$ cat config.mk
export PLATFORM = sky130hd
export DESIGN_NAME = apb_i2c_master_arb
export DESIGN_NICKNAME = d
export VERILOG_FILES = /design/src/rtl/apb_i2c_pkg.sv /design/src/rtl/rr_arb2.sv /design/src/rtl/apb_i2c_master_arb.sv
export SDC_FILE = /design/constraint.sdc
export NUM_CORES = 1
export LEC_CHECK = 0
export BUFFER_PORTS_ARGS = -buffer_cell sky130_fd_sc_hd__clkbuf_2
export CORE_MARGIN = 2
export CORE_UTILIZATION = 46
export CTS_CLUSTER_SIZE = 8
export DETAILED_ROUTE_END_ITERATION = 12
export GPL_ROUTABILITY_DRIVEN = 0
export GPL_TIMING_DRIVEN = 0
export PLACE_DENSITY = 0.81
export SLEW_MARGIN = 10
export SYNTH_ARGS = -nofsm -noshare
export SYNTH_HDL_FRONTEND = slang
export SYNTH_HIERARCHICAL = 1
export SYNTH_SLANG_ARGS = --single-unit
export TNS_END_PERCENT = 1
$ cat constraint.sdc
create_clock -name PCLK -period 1.7 [get_ports PCLK]
set_input_delay 0.34 -clock PCLK [delete_from_list [all_inputs] [get_ports PCLK]]
set_output_delay 0.34 -clock PCLK [all_outputs]
set_load 0.01 [all_outputs]
$ cat src/rtl/apb_i2c_pkg.sv
// Shared definitions for the APB-to-I2C bridge master arbiter: register map,
// FSM state encoding and the latched command record.
package apb_i2c_pkg;

    localparam logic [1:0] SEL_TX      = 2'd0;
    localparam logic [1:0] SEL_RX      = 2'd1;
    localparam logic [1:0] SEL_CONFIG  = 2'd2;
    localparam logic [1:0] SEL_TIMEOUT = 2'd3;

    localparam logic [31:0] OFF_TX      = 32'h0000_0000;
    localparam logic [31:0] OFF_RX      = 32'h0000_0004;
    localparam logic [31:0] OFF_CONFIG  = 32'h0000_0008;
    localparam logic [31:0] OFF_TIMEOUT = 32'h0000_000C;

    typedef enum logic [1:0] {
        ST_IDLE   = 2'd0,
        ST_SETUP  = 2'd1,
        ST_ACCESS = 2'd2,
        ST_RESP   = 2'd3
    } apb_state_t;

    typedef struct packed {
        logic        write;
        logic [1:0]  addr;
        logic [31:0] wdata;
    } apb_cmd_t;

    function automatic logic [31:0] sel_to_paddr(input logic [1:0] sel);
        logic [31:0] paddr;
        case (sel)
            SEL_TX:      paddr = OFF_TX;
            SEL_RX:      paddr = OFF_RX;
            SEL_CONFIG:  paddr = OFF_CONFIG;
            SEL_TIMEOUT: paddr = OFF_TIMEOUT;
            default:     paddr = '0;
        endcase
        return paddr;
    endfunction

endpackage

$ cat src/rtl/rr_arb2.sv
// Two-way round-robin arbiter: a lone requester always wins, on contention the
// requester that was not granted last wins.
module rr_arb2 (
    input  logic       PCLK,
    input  logic       PRESET,
    input  logic [1:0] valid,
    input  logic       advance,
    output logic [1:0] grant,
    output logic       last
);

    always_comb begin
        grant = 2'b00;
        case (valid)
            2'b01:   grant = 2'b01;
            2'b10:   grant = 2'b10;
            2'b11:   grant = last ? 2'b01 : 2'b10;
            default: grant = 2'b00;
        endcase
    end

    // Pointer resets to 1 so that requester 0 wins the first contended grant.
    always_ff @(posedge PCLK) begin
        if (PRESET) begin
            last <= 1'b1;
        end else if (advance && (|grant)) begin
            last <= grant[1];
        end
    end

endmodule

$ cat src/rtl/apb_i2c_master_arb.sv
// Two-requester APB master sharing the APB-to-I2C bridge slave.
// Optional ACCESS watchdog enabled by defining APB_ARB_TIMEOUT_EN.
module apb_i2c_master_arb
    import apb_i2c_pkg::*;
#(
    parameter int TIMEOUT_CYC = 16
) (
    input  logic             PCLK,
    input  logic             PRESET,
    input  logic [1:0]       req_valid,
    input  logic [1:0]       req_write,
    input  logic [1:0][1:0]  req_addr,
    input  logic [1:0][31:0] req_wdata,
    output logic [1:0]       req_ready,
    output logic [1:0]       rsp_valid,
    output logic [31:0]      rsp_rdata,
    output logic             rsp_err,
    output logic             busy,
    output logic             PSELx,
    output logic             PENABLE,
    output logic             PWRITE,
    output logic [31:0]      PADDR,
    output logic [31:0]      PWDATA,
    input  logic [31:0]      PRDATA,
    input  logic             PREADY,
    input  logic             PSLVERR
);

    apb_state_t  state;
    apb_state_t  state_next;
    apb_cmd_t    cmd;
    logic [1:0]  grant;
    logic        last_ptr;
    logic        accept;
    logic        complete;
    logic        timeout_hit;
    logic        bus_on;
    logic [31:0] rdata_q;
    logic        err_q;

    // A TIMEOUT_CYC below 1 is not a legal configuration.
    if (TIMEOUT_CYC < 1) begin : g_illegal_timeout_cfg
    end

    assign accept   = (state == ST_IDLE) && (|req_valid) && !PRESET;
    assign complete = (state == ST_ACCESS) && PREADY;

    // The pointer equals the granted index for the whole transfer after accept.
    rr_arb2 u_arb (
        .PCLK    (PCLK),
        .PRESET  (PRESET),
        .valid   (req_valid),
        .advance (accept),
        .grant   (grant),
        .last    (last_ptr)
    );

`ifdef APB_ARB_TIMEOUT_EN
    localparam int CNT_W = $clog2(TIMEOUT_CYC + 1);
    localparam logic [CNT_W-1:0] CNT_MAX  = CNT_W'(TIMEOUT_CYC);
    localparam logic [CNT_W-1:0] CNT_LAST = CNT_W'(TIMEOUT_CYC - 1);

    logic [CNT_W-1:0] tmo_cnt;

    // Counts stalled ACCESS cycles; saturates instead of wrapping.
    always_ff @(posedge PCLK) begin
        if (PRESET || accept) begin
            tmo_cnt <= '0;
        end else if ((state == ST_ACCESS) && !PREADY && (tmo_cnt != CNT_MAX)) begin
            tmo_cnt <= tmo_cnt + CNT_W'(1);
        end
    end

    // A PREADY arriving on the limit cycle wins over the abort.
    assign timeout_hit = (state == ST_ACCESS) && !PREADY && (tmo_cnt == CNT_LAST);
`else
    assign timeout_hit = 1'b0;
`endif

    always_ff @(posedge PCLK) begin
        if (PRESET) begin
            state   <= ST_IDLE;
            cmd     <= '0;
            rdata_q <= '0;
            err_q   <= 1'b0;
        end else begin
            state <= state_next;
            if (accept) begin
                cmd <= {req_write[grant[1]], req_addr[grant[1]], req_wdata[grant[1]]};
            end
            if (complete) begin
                rdata_q <= cmd.write ? 32'h0 : PRDATA;
                err_q   <= PSLVERR;
            end else if (timeout_hit) begin
                rdata_q <= '0;
                err_q   <= 1'b1;
            end
        end
    end

    always_comb begin
        state_next = state;
        req_ready  = 2'b00;
        rsp_valid  = 2'b00;
        rsp_rdata  = '0;
        rsp_err    = 1'b0;
        busy       = (state != ST_IDLE);
        bus_on     = (state == ST_SETUP) || (state == ST_ACCESS);
        PSELx      = bus_on;
        PENABLE    = (state == ST_ACCESS);
        PWRITE     = bus_on && cmd.write;
        PADDR      = bus_on ? sel_to_paddr(cmd.addr) : 32'h0;
        PWDATA     = (bus_on && cmd.write) ? cmd.wdata : 32'h0;

        case (state)
            ST_IDLE: begin
                if (accept) begin
                    req_ready  = grant;
                    state_next = ST_SETUP;
                end
            end
            ST_SETUP: begin
                state_next = ST_ACCESS;
            end
            ST_ACCESS: begin
                if (complete || timeout_hit) begin
                    state_next = ST_RESP;
                end
            end
            ST_RESP: begin
                rsp_valid  = last_ptr ? 2'b10 : 2'b01;
                rsp_rdata  = rdata_q;
                rsp_err    = err_q;
                state_next = ST_IDLE;
            end
            default: begin
                state_next = ST_IDLE;
            end
        endcase
    end

endmodule
==> out/metrics.yaml <==
power_and_ir_drop:
  power_leakage_nw: 2.70
  switchingPower_mw: 2.34
  seqPwrFrac: 0.338
  pwr-share-clk: 0.223
  power.density_nw_per_um2: 1120
  p_int_mw: 3.91
  switching_share: 0.374
  p_comb_frac: 0.439
  ir_worst_vdd_v: 0.000685
clock_tree:
  h-tree-depth: 3
  clk_path_buf_depth: 2
  postCtsHoldBufs: 0
  cts_tree: "built"
  cts_made_buffers: 9
  path_clk_slew_ps: 90
  cts_sinks: 71
  clockRootBuffer: "clkbuf_8"
  clk-insertion-delay-late_ps: 350
run_status:
  status: "complete, but fails checks"
  violations: "negative setup slack"
yosys:
  synth_warnings: 6
  seq_area_frac_synth: 0.348
  synthCells: 450
  ys_ff_latch: 71
  yosysTopAreaCellShare: 0.348
  synth-simple-area-share: 0.226
  synthAdderAreaFrac: 0.0123
  avgSynthCellArea_um2: 9.06
  synth_mux_area_frac: 0.0883
  ys_types: 27
  yosys.area.top_type: "dfxtp_1"
  synth.cell_area_um2: 4080
  synth_xor_area_frac: 0
  synth_area_leaders: "dfxtp_1 35%, mux2i_1 8.8%, a211oi_2 8.6%"
  synth_top_family_by_area: "simple AND/OR/NAND/NOR gates"
  synth_compound_area_frac: 0.197
routing:
  drtPass1Iterations: 4
  antenna_left: 0
  route.detailed.drc: 0
  drt_wl_total_um: 11600
  wl_per_cell_um: 14.7
  vias_per_cell: 5.13
  via_count: 4046
  drt_iter0_markers: 203
min_path:
  min_to: "err_q"
  whs_path_depth: 3
  hold_class: "primary input to flip-flop"
  min-delay-start: "PSLVERR"
timing:
  rsz0062_at_grt: "yes"
  timing.final.crit_share: 1.09
  drv_slew: 0
  fin_skew_ps: 6.36
  hold_viol: 0
  worst_slack_ps: -160
  fin_crit_ps: 1860
  tightestPinTransition_ps: 713
  fmax_ghz: 0.538
  setup-violations-final: 67
  relSlewSlack: 0.524
critical_path:
  r2r_cells: 7
  cp_slowest_stage_delay_ps: 370
  slowest_stage: "dfxtp_4"
  r2r_start: "state[1]"
  crit_path_end_kind: "output pin"
  startpoint_type: "flip-flop"
  crit_family: "flip-flops"
  regToRegSetupSlack_ps: 30
  reg2reg_to: "u_arb/last"
  cp.required_ps: 1360
  crit_buf_inv: 3
  crit_chain: "inv_2 > ha_4 > buf_4 > and3_1 > buf_2"
  cp_num_cells: 5
  path_max_fanout: 6
  path_class: "flip-flop to output pin"
  arrival_ps: 1520
die:
  chipHeight_um: 98.2
  die_w_um: 98.2
  ios: 213
  start_util: 0.470
  row_count: 34
  die_area_um2: 9640
  core-area_um2: 8680
placement:
  dp_hpwl_um: 8650
  pre_cts_ws_ps: -320
  port_buffers: 181
final_layout:
  nNetsFinal: 788
  final_cell_mix: "148 x clkbuf_2, 69 x a21oi_1, 68 x dfxtp_1, 49 x buf_2, 38 x buf_4"
  final_common_cell: "clkbuf_2"
  diodes: 0
  syn2layout_area_growth_pct: 36.3
  layout-drive-gt1-share: 0.455
  fin_util: 0.641
global_routing:
  grt_usage: 0.234
  antenna_found_initial: 0
  grt_max_degree: 15
  grt_pass1_wl_um: 18400
  grt_overflow: 0
  grt_pass1_vias: 3909
run:
  cap_violations: 0
==> tightest hold or removal path, cell delays in order <==
cell      delay, ps
clkbuf_2         80
nand3_1          50
a21oi_1          50
==> cell type report <==
cell class / count / area, um2
fill: 795 / 3120
multi-input combinational: 326 / 2270
sequential: 71 / 1430
timing repair buffer: 187 / 957
buffer: 76 / 551
tap: 108 / 135
clock buffer: 9 / 124
clock inverter: 7 / 78.8
inverter: 5 / 21.3
==> Yosys cell counts <==
| cell type | n |
|---|---|
| a211oi_1 | 9 |
| a211oi_2 | 28 |
| a21boi_0 | 2 |
| a21oi_1 | 69 |
| and2_1 | 37 |
| and3_1 | 35 |
| buf_2 | 13 |
| buf_4 | 34 |
| buf_6 | 9 |
| clkbuf_1 | 21 |
| conb_1 | 1 |
| dfxtp_1 | 71 |
| ha_1 | 4 |
| inv_1 | 4 |
| inv_2 | 1 |
| mux2i_1 | 36 |
| nand2_1 | 34 |
| nand2b_1 | 2 |
| nand3_1 | 1 |
| nand4b_1 | 32 |
| nor2_1 | 1 |
| nor2b_1 | 1 |
| nor2b_4 | 1 |
| nor3_4 | 1 |
| o21bai_2 | 1 |
| o22ai_2 | 1 |
| or2_1 | 1 |
==> metrics by stage <==
step / std cells / area [um2] / hold WS, ps / total power [mW] / setup TNS [ps]
4_1_cts: 789 / 5540 / 210 / 6.21 / -9140
2_1_floorplan: 479 / 4190 / 427 / 3.79 / 0
3_3_place_gp: 768 / 5230 / 434 / 4.42 / -8370
5_1_grt: 789 / 5560 / 201 / 6.63 / -13160
3_5_place_dp: 768 / 5230 / 441 / 4.52 / -9020
6_report: 789 / 5560 / 222 / 6.25 / -7030
==> power by group through the flow <==
stage          registers, mW  logic (mW)  clock network, mW
2_1_floorplan           2.08        1.71                  0
3_3_place_gp            2.11        2.31                  0
3_5_place_dp            2.13        2.39                  0
4_1_cts                 2.10        2.68               1.42
5_1_grt                 2.15        2.99               1.50
6_report                2.12        2.74               1.39
==> cell families after synthesis <==
group / after synthesis
simple gates: 146
compound gates: 110
buf+inv: 82
flops: 71
mux: 36
fa+ha+maj: 4
other cells: 1
==> state kept, by name, indices dropped and copies added, names as in the netlist <==
name and cells:
cmd 35, u_arb/last 1, state 2, rdata_q 32, err_q 1
==> worst max path at each step <==
stage / from / endpoint
after global placement: state[1] / PWDATA[9]
after CTS: state[1] / PWDATA[16]
after detailed placement: state[1] / PWDATA[10]
after floorplan: state[1] / PWDATA[10]
final: state[1] / PWDATA[3]
after global routing: state[1] / PWDATA[14]
==> per-layer routing <==
metal	GRT usage	up-vias	part of all wire
li1	-	1989	-
met1	0.285	1870	0.41
met2	0.417	165	0.51
met3	0.0558	22	0.067
met4	0.0580	0	0.018
met5	0	-	0
==> repair_timing <==
item / CTS / global route
resized for setup: 29 / 47
gates cloned: 0 / 0
buffers inserted: 6 / 0
pin swaps: 1 / 1
endpoints found under the setup margin: 74 / 85
No activity file was read; power rests on OpenSTA's default activity.
